$ cat config.mk
export PLATFORM = sky130hd
export DESIGN_NAME = hazard_ctrl
export DESIGN_NICKNAME = d
export VERILOG_FILES = /design/src/rtl/hazard_ctrl.sv
export SDC_FILE = /design/constraint.sdc
export NUM_CORES = 1
export LEC_CHECK = 0
export CAP_MARGIN = 20
export CELL_PAD_IN_SITES_DETAIL_PLACEMENT = 1
export CELL_PAD_IN_SITES_GLOBAL_PLACEMENT = 2
export CORE_MARGIN = 3
export CORE_UTILIZATION = 35
export CTS_BUF_LIST = sky130_fd_sc_hd__clkbuf_4
export DETAILED_ROUTE_END_ITERATION = 12
export DONT_BUFFER_PORTS = 1
export PLACE_DENSITY_LB_ADDON = 0.05
export SLEW_MARGIN = 10
export SYNTH_ARGS = -nofsm -noshare
export SYNTH_HDL_FRONTEND = slang
export SYNTH_SLANG_ARGS = --single-unit
$ cat constraint.sdc
create_clock -name clk_i -period 3 [get_ports clk_i]
set_input_delay 0.3 -clock clk_i [delete_from_list [all_inputs] [get_ports clk_i]]
set_output_delay 0.3 -clock clk_i [all_outputs]
set_load 0.05 [all_outputs]
$ cat src/rtl/hazard_ctrl.sv
// hazard_ctrl: stall/flush control for the 5-stage pipeline.
// Handles load-use stalls, ID-stage branch operand stalls, taken-branch IF/ID
// flush, and freezes the whole pipeline during multi-cycle data-memory access.
// Optional feature macro: HAZARD_STATS_EN adds saturating stall/flush counters.
module hazard_ctrl #(
    parameter int MEM_LAT = 2,   // data-memory latency in cycles, 1..16
    parameter int STAT_W  = 16   // statistics counter width
) (
    input  logic              clk_i,
    input  logic              rst_i,
    input  logic [4:0]        IF_ID_rs_i,
    input  logic [4:0]        IF_ID_rt_i,
    input  logic              IF_ID_use_rt_i,
    input  logic              IF_ID_branch_i,
    input  logic [4:0]        ID_EX_rd_i,
    input  logic              ID_EX_regwrite_i,
    input  logic              ID_EX_memread_i,
    input  logic [4:0]        EX_MEM_rd_i,
    input  logic              EX_MEM_memread_i,
    input  logic              branch_taken_i,
    input  logic              dmem_req_i,
    output logic              pc_write_o,
    output logic              IF_ID_write_o,
    output logic              IF_ID_flush_o,
    output logic              ID_EX_bubble_o,
    output logic              pipe_freeze_o
`ifdef HAZARD_STATS_EN
    ,
    output logic [STAT_W-1:0] stall_cycles_o,
    output logic [STAT_W-1:0] flush_cnt_o
`endif
);

    localparam logic [0:0] RUN  = 1'b0;
    localparam logic [0:0] WAIT = 1'b1;

    // A single-cycle memory never needs to freeze the pipeline.
    localparam logic       MULTI    = 1'(MEM_LAT > 1);
    // First WAIT-cycle count; the RUN cycle that starts the access already freezes.
    localparam logic [3:0] CNT_INIT = 4'(MEM_LAT > 1 ? MEM_LAT - 2 : 0);

    logic [0:0] state;
    logic [3:0] cnt;

    logic ex_match, mem_match;
    logic load_use, br_haz;
    logic freeze, stall, flush;

    // Producer/consumer matching; register 0 never creates a hazard.
    always_comb begin
        ex_match  = (ID_EX_rd_i != 5'd0) &&
                    ((ID_EX_rd_i == IF_ID_rs_i) ||
                     (IF_ID_use_rt_i && (ID_EX_rd_i == IF_ID_rt_i)));
        mem_match = (EX_MEM_rd_i != 5'd0) &&
                    ((EX_MEM_rd_i == IF_ID_rs_i) ||
                     (IF_ID_use_rt_i && (EX_MEM_rd_i == IF_ID_rt_i)));
        load_use  = ID_EX_memread_i && ex_match;
        br_haz    = IF_ID_branch_i &&
                    ((ID_EX_regwrite_i && ex_match) || (EX_MEM_memread_i && mem_match));
    end

    // Freeze is raised from the request cycle until the completion cycle (cnt==0).
    always_comb begin
        if (state == RUN) freeze = dmem_req_i && MULTI;
        else              freeze = (cnt != 4'd0);
        stall = (load_use || br_haz) && !freeze;
        flush = IF_ID_branch_i && branch_taken_i && !stall && !freeze;
    end

    // Output drive; reset forces PC/IF_ID writes open and everything else quiet.
    always_comb begin
        if (rst_i) begin
            pc_write_o     = 1'b1;
            IF_ID_write_o  = 1'b1;
            IF_ID_flush_o  = 1'b0;
            ID_EX_bubble_o = 1'b0;
            pipe_freeze_o  = 1'b0;
        end else begin
            pc_write_o     = !(stall || freeze);
            IF_ID_write_o  = !(stall || freeze);
            IF_ID_flush_o  = flush;
            ID_EX_bubble_o = stall;
            pipe_freeze_o  = freeze;
        end
    end

    // Memory-wait FSM: RUN launches a wait, WAIT counts down to the completion cycle.
    always_ff @(posedge clk_i) begin
        if (rst_i) begin
            state <= RUN;
            cnt   <= 4'd0;
        end else begin
            case (state)
                RUN: begin
                    if (dmem_req_i && MULTI) begin
                        state <= WAIT;
                        cnt   <= CNT_INIT;
                    end
                end
                WAIT: begin
                    if (cnt == 4'd0) state <= RUN;
                    else             cnt   <= cnt - 4'd1;
                end
                default: state <= RUN;
            endcase
        end
    end

`ifdef HAZARD_STATS_EN
    localparam logic [STAT_W-1:0] ONE = {{(STAT_W-1){1'b0}}, 1'b1};

    // Saturating statistics: lost cycles (stall or freeze) and IF/ID flushes.
    always_ff @(posedge clk_i) begin
        if (rst_i) begin
            stall_cycles_o <= '0;
            flush_cnt_o    <= '0;
        end else begin
            if ((stall || freeze) && (stall_cycles_o != '1))
                stall_cycles_o <= stall_cycles_o + ONE;
            if (flush && (flush_cnt_o != '1))
                flush_cnt_o <= flush_cnt_o + ONE;
        end
    end
`endif

endmodule
=== Word-level counts from Yosys, hierarchy flattened ===
Index checks and enable logic that the tools add are counted.

* Flip-flop bits (word level): 5
* Input port bits: 29
* Output and inout bits: 5
* Logic and storage cells: 46

* Add/sub/neg operators: 1
* Equal/unequal tests: 6
* Muxes and demuxes: 11
* Bitwise operators: 1
* Reductions and logical operators: 25

{| class="wikitable"
|+ Operator list
! operator !! count
|-
| 5-bit == test || 4
|-
| 1-bit logical AND || 12
|-
| 5-bit nonzero test || 2
|-
| 4-bit 2-to-1 mux || 2
|-
| 4-bit case mux with 2 select lines || 1
|-
| 1-bit 2-to-1 mux || 7
|-
| 1-bit logical OR || 5
|-
| 4-bit logical NOT || 1
|-
| 2-bit inequality test (second input constant) || 2
|-
| 4-bit nonzero test || 1
|-
| 4-bit by 1-bit subtractor with 4-bit output (second input constant) || 1
|-
| 1-bit logical NOT || 3
|-
| 1-bit case mux with 2 select lines || 1
|-
| 2-bit AND reduction || 1
|-
| 1-bit NOT || 1
|}

=== Longest topological paths before layout ===
Gate-level depths: netlist of the first run.

* Depth after elaboration: 13
* Mapped depth: 7

=== Worst setup path before layout of the first run ===
OpenSTA, ideal clock, no wires.

* Path kind: reg2out
* Start: register cnt[0]
* End: output port ID_EX_bubble_o
* Arrival: 1964 ps
* Data required time: 2700 ps
* Slack: 736 ps
* Cell stages (with the launch flop): 6
* Path buffers: 0
* Cell sequence: dfxtp_1 > inv_1 > ha_1 > or3b_2 > mux2i_2 > nor3b_2

* Cells in the longest elaborated chain, start to end: 5

{| class="wikitable"
|+ Ends and longest elaborated chain
! what !! RTL line !! RTL
|-
| start, declared || 43 || <nowiki>logic [3:0] cnt;</nowiki>
|-
| start signal, assigned || 102 || <nowiki>else cnt <= cnt - 4'd1;</nowiki>
|-
| 4-bit nonzero test || 65 || <nowiki>else freeze = (cnt != 4'd0);</nowiki>
|-
| 1-bit 2-to-1 mux || 64 || <nowiki>if (state == RUN) freeze = dmem_req_i && MULTI;</nowiki>
|-
| 1-bit logical NOT || 66 || <nowiki>stall = (load_use || br_haz) && !freeze;</nowiki>
|-
| 1-bit logical AND || 66 ||
|-
| 1-bit 2-to-1 mux || 72 || <nowiki>if (rst_i) begin</nowiki>
|-
| end, declared || 25 || <nowiki>output logic ID_EX_bubble_o,</nowiki>
|}

No other way between the ends.

=== Worst setup path in the final report of the first run ===
Same ends and word-level chain as after synthesis.

==> results of run 1 <==
==> cells in the final DEF, fill, tap and decap left out, drive strengths merged, types with 2 or more instances in the layout <==
cell type and instances:
clkbuf 4, a21oi 3, nor4 3, a21o 2
xnor2 4, a32oi 2, nor3 2, nor2 9
buf 2, or4 2, and3 2, xor2 18
dfxtp 5, inv 3, ha 2
==> power breakdown <==
part	switching [mW]	leakage, nW	internal (mW)
clock network	0.0306	0.0184	0.0595
registers	0.00760	0.0410	0.0759
logic	0.0625	0.183	0.0459
==> logic make-up (layout without fill, tap and decap cells) <==
| kind of cell | after synthesis | count (layout) | share of synthesized area, % |
|---|---|---|---|
| flip-flops | 5 | 5 | 17.8 |
| adder cells (fa/ha/maj) | 2 | 2 | 4.45 |
| AO/OA/AOI/OAI | 10 | 10 | 13.1 |
| XOR/XNOR | 22 | 22 | 34.3 |
| multiplexers | 1 | 1 | 2.45 |
| AND/OR/NAND/NOR | 23 | 23 | 23.8 |
| buffers and inverters | 5 | 9 | 4.01 |
==> sequential cells by signal (all words and copies together) (netlist names) <==
register and count:
cnt 4, state 1
==> worst paths after layout <==
kind / start / to / depth (start not counted)
setup / recovery: cnt[0] / ID_EX_bubble_o / 6
hold reg to reg: cnt[1] / cnt[1] / 2
hold / removal: rst_i / state / 1
setup reg to reg: cnt[0] / cnt[2] / 7
==> critical path, stage by stage (launching register included) <==
cell and delay (ps):
dfxtp_1 330, inv_1 90, ha_1 140, or3b_2 460, mux2i_2 370, nor3b_2 240
buf_4 220
==> synth_stat cells (2+ instances only) <==
| cell type | number |
|---|---|
| xor2_1 | 18 |
| nor2_1 | 9 |
| dfxtp_1 | 5 |
| xnor2_1 | 4 |
| a21oi_1 | 3 |
| inv_1 | 3 |
| a21o_1 | 2 |
| a32oi_1 | 2 |
| and3_1 | 2 |
| ha_1 | 2 |
| nor3_1 | 2 |
| nor4_1 | 2 |
==> per-layer routing <==
metal	vias to the layer above	track usage [%]
met4	0	3.41
met1	208	22.6
met2	30	18.7
met3	2	6.64
met5	-	0
li1	243	-
==> layout make-up <==
type,count,area (um^2)
Inverter,3,11.3
Timing Repair Buffer,2,15.0
Fill cell,177,785
Clock buffer,4,30.0
Tap cell,15,18.8
Multi-Input combinational cell,58,439
Sequential cell,5,100
==> results.py, run 1 <==
metrics = {
    "sta": {
        "finalSetupViolations": 0,
        "final_hold_viol_count": 0,
        "tightestPinTransition_ps": 876,
        "fin_crit_ps": 2390,
        "holdWs_ps": 114,
        "post-route-period-util_pct": 79.8,
        "slew_headroom_pct": 41.4,
        "rsz0062_at_grt": "false",
        "maxSlewViolCount": 0,
        "setup_slack_ps": 607,
        "fin_worst_skew_ps": 4.70,
        "finalSetupTns_ps": 0,
        "fmax_mhz": 418,
    },
    "synthesis": {
        "synth_edf_count": 0,
        "syn_avg_cell_area_um2": 8.26,
        "synthCells": 68,
        "async_flop_share_pct": 0,
        "syn_area_um2": 562,
        "ys.flop_type": "dfxtp_1",
        "synthDistinctLibCells": 26,
        "yosysTopAreaCellShare_pct": 28.1,
        "ys_seq_area_share_pct": 17.8,
        "synth_area_leaders": "xor2_1 (28%), dfxtp_1 (18%), xnor2_1 (6.2%)",
        "syn_nets": 99,
        "yosys.area.top_type": "xor2_1",
        "ys_ff_latch": 5,
        "yosys_warnings": 0,
    },
    "power_and_ir_drop": {
        "p_leak_nw": 0.243,
        "powerDensity_nw_per_um2": 459,
        "p_total_mw": 0.282,
        "ir_worst_vdd_v": 0.000351,
    },
    "global_route": {
        "antenna_found_initial": 0,
        "grt_use_total_pct": 14.9,
        "grt_pass1_wl_um": 2240,
        "grt_max_degree": 9,
        "grt_pass1_vias": 531,
        "grt.overflow.total": 0,
    },
    "layout": {
        "drive_above_1_share_pct": 16.7,
        "fin_util_pct": 43.9,
        "instances_no_fill": 87,
        "diodes": 0,
        "area_growth_pct": 9.35,
        "nets": 104,
        "finish.instance_area_um2": 614,
    },
    "drt": {
        "drt-total-wl_um": 1410,
        "drc_errors": 0,
        "viasPerCell": 5.55,
        "wire_per_inst_um": 16.2,
        "drt-met1-wl_um": 701,
        "vias": 483,
        "drtPass1Iterations": 4,
        "drt_first_iter_violations": 2,
        "drtAntennaViolNets": 0,
        "met2_length_um": 536,
        "top_layer": "met4",
        "dr_wl_met3_um": 163,
    },
    "placement": {
        "port_buffers": 0,
        "place.gp.congestion": 0.722,
        "preCtsSetupSlack_ps": 889,
        "place_inst": 83,
        "placed_cell_area_um2": 584,
    },
    "setup_path": {
        "worst-path-max-fanout": 7,
        "start_kind": "flop",
        "crit_arrival_ps": 2090,
        "crit_required_ps": 2700,
        "critical_path_class": "flop to primary output",
        "cp-end-kind": "primary output",
        "rrSetupSlack_ps": 1180,
    },
    "run_status": {
        "status": "finished, final reports clean",
    },
    "clock_network": {
        "clock_sinks": 5,
        "cts_max_path_buffers": 2,
        "clk_latency_ps": 250,
        "ctsResizeCount": 0,
        "tritoncts": "done",
        "clockRootBuffer": "clkbuf_4",
        "cts_max_level": 1,
        "cts_setup_buffers": 0,
        "clk_pin_slew_ps": 50,
        "hold_buffers": 0,
        "cts-buffers-inserted": 3,
    },
    "floorplanning": {
        "die_x_um": 46.1,
        "start_util_pct": 40.2,
        "core-area_um2": 1400,
        "dieArea_um2": 2120,
        "die_y_um": 46.1,
        "rows": 13,
        "io_pins": 34,
    },
    "worst_hold_path": {
        "holdCritPathClass": "input pin to flop",
    },
    "run": {
        "drv_cap": 0,
    },
}
No activity file was read; power rests on OpenSTA's default activity.
==> run 2, diff against run 1 <==
Settings changed: CORE_UTILIZATION 35 to 30.
Clock period 3 ns to 1.9 ns, I/O delays scaled along.
==> run 2 against run 1 <==
Compared with the run above:
- the run now ends with setup timing left
- hold slack got worse by 100 ps
- die area increased by 14%
- critical path type unchanged
- worst setup slack got worse by 630 ps
- clock power increased by 52%
- critical path depth unchanged
- flip-flop and latch count unchanged
- critical endpoint unchanged
- clock skew decreased by 3.5 ps
- register-to-register slack got worse by 890 ps
- cell area increased by 23%
- first-iteration DRC count increased to 2.5 times the previous value
- utilization decreased by 0.55 points
==> results.py, run 2 (synthesized netlist as in run 1, its figures left out) <==
metrics = {
    "run_status": {
        "status": "finished, violations left",
        "violations": "setup timing",
    },
    "setup_path": {
        "slowest_delay_ps": 400,
        "crit_required_ps": 1710,
        "rrSetupSlack_ps": 290,
        "r2r_cells": 8,
        "critical_path_class": "flop to primary output",
        "cp_slowest_cell": "or3b_4",
        "cp-end-kind": "primary output",
        "worst-path-max-fanout": 3,
        "crit_arrival_ps": 1740,
        "r2r_start": "cnt[0]",
        "cp_cell_sequence": "inv_4 -> ha_4 -> or3b_4 -> mux2i_4 -> nor3b_4 -> buf_12",
        "timing.rr.end": "cnt[3]",
        "start_kind": "flop",
        "crit_buf_inv": 2,
        "critPathTopFamily": "simple AND/OR/NAND/NOR gates",
    },
    "floorplanning": {
        "io_pins": 34,
        "die_y_um": 49.3,
        "die_x_um": 49.3,
        "start_util_pct": 32.2,
        "dieArea_um2": 2430,
        "rows": 15,
        "core-area_um2": 1750,
    },
    "layout": {
        "diodes": 0,
        "regMostFlops": "cnt",
        "fin_util_pct": 43.4,
        "largest_reg_flops": 4,
        "drive_above_1_share_pct": 32.5,
        "nets": 112,
        "area_growth_pct": 34.7,
        "finish.instance_area_um2": 757,
        "layout_commonest_cell": "xor2_1",
        "largestRegisters": "cnt: 4 flops, state: 1 flops",
        "final_cell_mix": "xor2_1 (18), nor2_1 (9), buf_4 (8)",
        "fill_cells": 212,
    },
    "global_route": {
        "grt_pass1_vias": 537,
        "grt_max_degree": 9,
        "antenna_found_initial": 0,
        "grt_pass1_wl_um": 2490,
        "grt_use_total_pct": 13.1,
        "grt.overflow.total": 0,
    },
    "drt": {
        "viasPerCell": 4.80,
        "wire_per_inst_um": 14.7,
        "drtPass1Iterations": 4,
        "drc_errors": 0,
        "drt-total-wl_um": 1540,
        "vias": 504,
        "drt_first_iter_violations": 5,
        "drtAntennaViolNets": 0,
    },
    "power_and_ir_drop": {
        "powerDensity_nw_per_um2": 659,
        "p_switching_mw": 0.172,
        "netSwitchingFraction_pct": 34.5,
        "ir_worst_vdd_v": 0.000311,
        "seq_power_share_pct": 26.9,
        "p_leak_nw": 0.296,
        "power_frac_clock_pct": 27.4,
        "p_comb_share_pct": 45.7,
        "internal_power_mw": 0.327,
    },
    "sta": {
        "fmax_mhz": 519,
        "finalSetupViolations": 2,
        "rsz0062_at_grt": "true",
        "post-route-period-util_pct": 101,
        "setup_slack_ps": -25.2,
        "final_hold_viol_count": 0,
        "fin_worst_skew_ps": 1.16,
        "maxSlewViolCount": 0,
        "tightestPinTransition_ps": 299,
        "slew_headroom_pct": 79.9,
        "fin_crit_ps": 1930,
    },
    "run": {
        "drv_cap": 0,
    },
    "clock_network": {
        "clockRootBuffer": "clkbuf_4",
        "clock_sinks": 5,
        "hold_buffers": 0,
        "cts-buffers-inserted": 3,
        "cts_max_path_buffers": 2,
        "clk_pin_slew_ps": 40,
        "tritoncts": "done",
        "clk_latency_ps": 240,
        "cts_max_level": 1,
    },
    "placement": {
        "dp_hpwl_um": 1320,
        "place.gp.congestion": 0.770,
        "port_buffers": 0,
        "placed_cell_area_um2": 662,
    },
    "worst_hold_path": {
        "hold_path_startpoint": "rst_i",
        "worstHoldPathCells": 1,
        "min_to": "cnt[0]",
        "holdCritPathClass": "input pin to flop",
    },
}
run 2: cell count changes in the layout (fill, tap and decap cells not counted), sizes merged:
cell	delta
buf	+8
run 2: layer usage:
metal,GRT usage [%],vias up,part of all wire (%)
li1,-,259,-
met1,19.2,228,48
met2,18.3,17,44
met3,3.06,0,8.0
met4,4.27,0,0
met5,0,-,0
run 2: power by group through the flow:
stage	clock network [mW]	registers, mW	logic, mW
after floorplan	0	0.132	0.172
after CTS	0.144	0.135	0.219
final	0.137	0.134	0.228
after global placement	0	0.135	0.204
after global routing	0.149	0.136	0.249
after detailed placement	0	0.135	0.205
run 2: how the worst max path moves through the flow:
stage / endpoint / slack, ps / cells past startpoint / from
after floorplan: ID_EX_bubble_o / 70 / 5 / cnt[0]
after global placement: ID_EX_bubble_o / 120 / 6 / ID_EX_rd_i[4]
after detailed placement: ID_EX_bubble_o / 120 / 6 / ID_EX_rd_i[4]
after CTS: ID_EX_bubble_o / -40 / 6 / cnt[1]
after global routing: ID_EX_bubble_o / -100 / 6 / cnt[0]
final: ID_EX_bubble_o / -30 / 6 / cnt[0]
run 2: repair_timing:
item                                    in CTS  in global routing
endpoints found under the setup margin       3                  5
resized for setup                            6                  2
gates cloned                                 0                  0
setup buffers                                3                  3
pin swaps                                    1                  1
run 2: final cells by class:
type	instances	area, um^2	area share [%]
multi-input cells	58	477	63.0
inverters	3	13.8	1.82
repair buffers	10	100	13.2
well taps	25	31.3	4.13
flip-flops and latches	5	105	13.9
clock buffers	4	30.0	3.97
run 2: per-stage QoR:
| stage | cells | setup TNS (ps) | total power [mW] | hold slack [ps] | setup slack [ps] |
|---|---|---|---|---|---|
| floorplan | 68 | 0 | 0.304 | 364 | 66.0 |
| global placement | 95 | 0 | 0.339 | 265 | 120 |
| detailed placement | 95 | 0 | 0.341 | 266 | 115 |
| CTS | 102 | -59.7 | 0.498 | 7.25 | -38.2 |
| global route | 105 | -241 | 0.535 | 4.20 | -104 |
| finish | 105 | -33.0 | 0.499 | 14.3 | -25.2 |
==> run 3, diff against run 2 <==
Settings changed: CAP_MARGIN 20 to not set, SETUP_SLACK_MARGIN set to 0.02.
==> run 3 against run 2 <==
Compared with the run above:
- the flow still finishes with violations (setup timing)
- cell area grew 4.1%
- non-clock buffer count increased by 2
- sequential power hardly changed
- via count is 2.8% higher
- hold slack better by 2.7 ps
- global-route usage is the same
- first-iteration DRC count shrank 20%
- register-to-register slack lost 170 ps
- count of clock-buffer cells in the layout unchanged
- routed wire length grew 4.9%
- fmax about the same
- critical path type unchanged
- largest cell class unchanged
==> results.py, run 3 (synthesized netlist as in run 1, its figures left out) <==
metrics = {
    "power_and_ir_drop": {
        "ir_worst_vdd_v": 0.000313,
        "powerDensity_nw_per_um2": 662,
        "p_leak_nw": 0.309,
        "p_total_mw": 0.522,
    },
    "setup_path": {
        "cp_cell_sequence": "inv_4 -> ha_4 -> or3b_4 -> mux2i_4 -> nor3b_4 -> buf_12",
        "critical_path_class": "flop to primary output",
        "crit_required_ps": 1710,
        "start_kind": "flop",
        "worst-path-max-fanout": 3,
        "crit_arrival_ps": 1740,
        "cp_slowest_cell": "or3b_4",
        "cp-end-kind": "primary output",
        "slowest_delay_ps": 400,
    },
    "global_route": {
        "gr-usage-met3_pct": 3.06,
        "grt.overflow.total": 0,
        "antenna_found_initial": 0,
        "grt_pass1_wl_um": 2490,
        "grt_busiest_layer": "met1",
        "grt_use_total_pct": 13.1,
        "use_met1_pct": 19.2,
        "grt_pass1_vias": 537,
        "gr-usage-met2_pct": 18.3,
        "grt_max_degree": 9,
    },
    "floorplanning": {
        "io_pins": 34,
        "rows": 15,
        "die_y_um": 49.3,
        "die_x_um": 49.3,
        "core-area_um2": 1750,
        "dieArea_um2": 2430,
        "start_util_pct": 32.2,
    },
    "placement": {
        "place.gp.congestion": 0.770,
        "preCtsSetupSlack_ps": 115,
        "port_buffers": 0,
        "place_inst": 95,
        "dp_hpwl_um": 1320,
    },
    "sta": {
        "final_hold_viol_count": 0,
        "finalSetupTns_ps": -43.1,
        "fmax_mhz": 519,
        "rsz0062_at_grt": "true",
        "maxSlewViolCount": 0,
        "fin_worst_skew_ps": 2.12,
        "setup_slack_ps": -25.2,
        "slew_headroom_pct": 81.5,
        "finalSetupViolations": 2,
        "post-route-period-util_pct": 101,
        "fin_crit_ps": 1930,
        "tightestPinTransition_ps": 279,
    },
    "run_status": {
        "violations": "setup timing",
        "status": "finished, violations left",
    },
    "drt": {
        "wire_per_inst_um": 15.1,
        "viasPerCell": 4.84,
        "vias": 518,
        "drt-total-wl_um": 1620,
        "drt_first_iter_violations": 4,
        "drtAntennaViolNets": 0,
        "drtPass1Iterations": 4,
        "drc_errors": 0,
    },
    "layout": {
        "drive_above_1_share_pct": 36.6,
        "diodes": 0,
        "layout_commonest_cell": "xor2_1",
        "multi_input_area_um2": 485,
        "fill_cells": 205,
        "instances_no_fill": 107,
        "area_growth_pct": 40.3,
        "largestRegisters": "cnt: 4 flops, state: 1 flops",
        "seq_area_um2": 105,
        "fin_util_pct": 45.2,
        "nets": 114,
        "regMostFlops": "cnt",
        "final_cell_mix": "xor2_1 (18), nor2_1 (8), buf_4 (8)",
        "largest_reg_flops": 4,
    },
    "clock_network": {
        "tritoncts": "done",
        "clockRootBuffer": "clkbuf_4",
        "clk_latency_ps": 240,
        "cts_max_path_buffers": 2,
        "clock_sinks": 5,
        "clk_pin_slew_ps": 50,
        "hold_buffers": 0,
        "cts_max_level": 1,
        "cts-buffers-inserted": 3,
    },
    "run": {
        "drv_cap": 0,
    },
    "worst_hold_path": {
        "holdCritPathClass": "input pin to flop",
    },
}
==> run 3: cell types whose count changed in the layout (fill, tap and decap cells not counted) <==
cell / delta
nor2_2: +1
buf_6: +2
nor4_2: +1
nor2_1: -1
nor4_1: -1
==> run 3: metal layers <==
metal  share of wire (%)  wire length [um]
met5                   0                 0
met4                   0                 0
met3                 7.4               119
met2                  46               748
met1                  46               751
==> run 3: power by group <==
group | total, mW | internal [mW] | leakage, nW | switching, mW
sequential | 0.135 | 0.121 | 0.0422 | 0.0142
clock | 0.137 | 0.0936 | 0.0184 | 0.0432
combinational | 0.250 | 0.129 | 0.248 | 0.122
total | 0.522 | 0.343 | 0.309 | 0.179
==> run 3: metrics by stage <==
stage | cell area [um^2] | hold WS (ps)
global route | 788 | 7.72
global placement | 662 | 265
floorplan | 587 | 364
finish | 788 | 17.0
detailed placement | 662 | 266
CTS | 729 | 7.25
==> run 3: repair_timing <==
item / CTS / global route
endpoints found under the hold margin: 0 / 0
gates resized for setup: 6 / 6
pin swaps: 1 / 1
buffers inserted: 3 / 5
endpoints found under the setup margin: 5 / 5
==> run 3: final cells by class <==
cell class,instances,share of cell area [%]
sequential,5,13.3
clock buffer,4,3.81
inverter,3,1.75
multi-input combinational,58,61.6
timing repair buffer,12,15.6
tap,25,3.97
==> run 3: critical path, delay by kind of cell, from the launching register on <==
family	cells	cell delay (ps)
simple gates	2	650
mux	1	180
buf+inv	2	220
fa+ha+maj	1	110
flops	1	340
==> run 3: worst paths after layout <==
path	cells past startpoint	endpoint	from	slack [ps]
worst max-delay path	6	ID_EX_bubble_o	cnt[0]	-30
worst min-delay path	1	state	rst_i	20
worst max register to register	10	cnt[2]	cnt[0]	120
worst min register to register	2	cnt[3]	cnt[3]	540
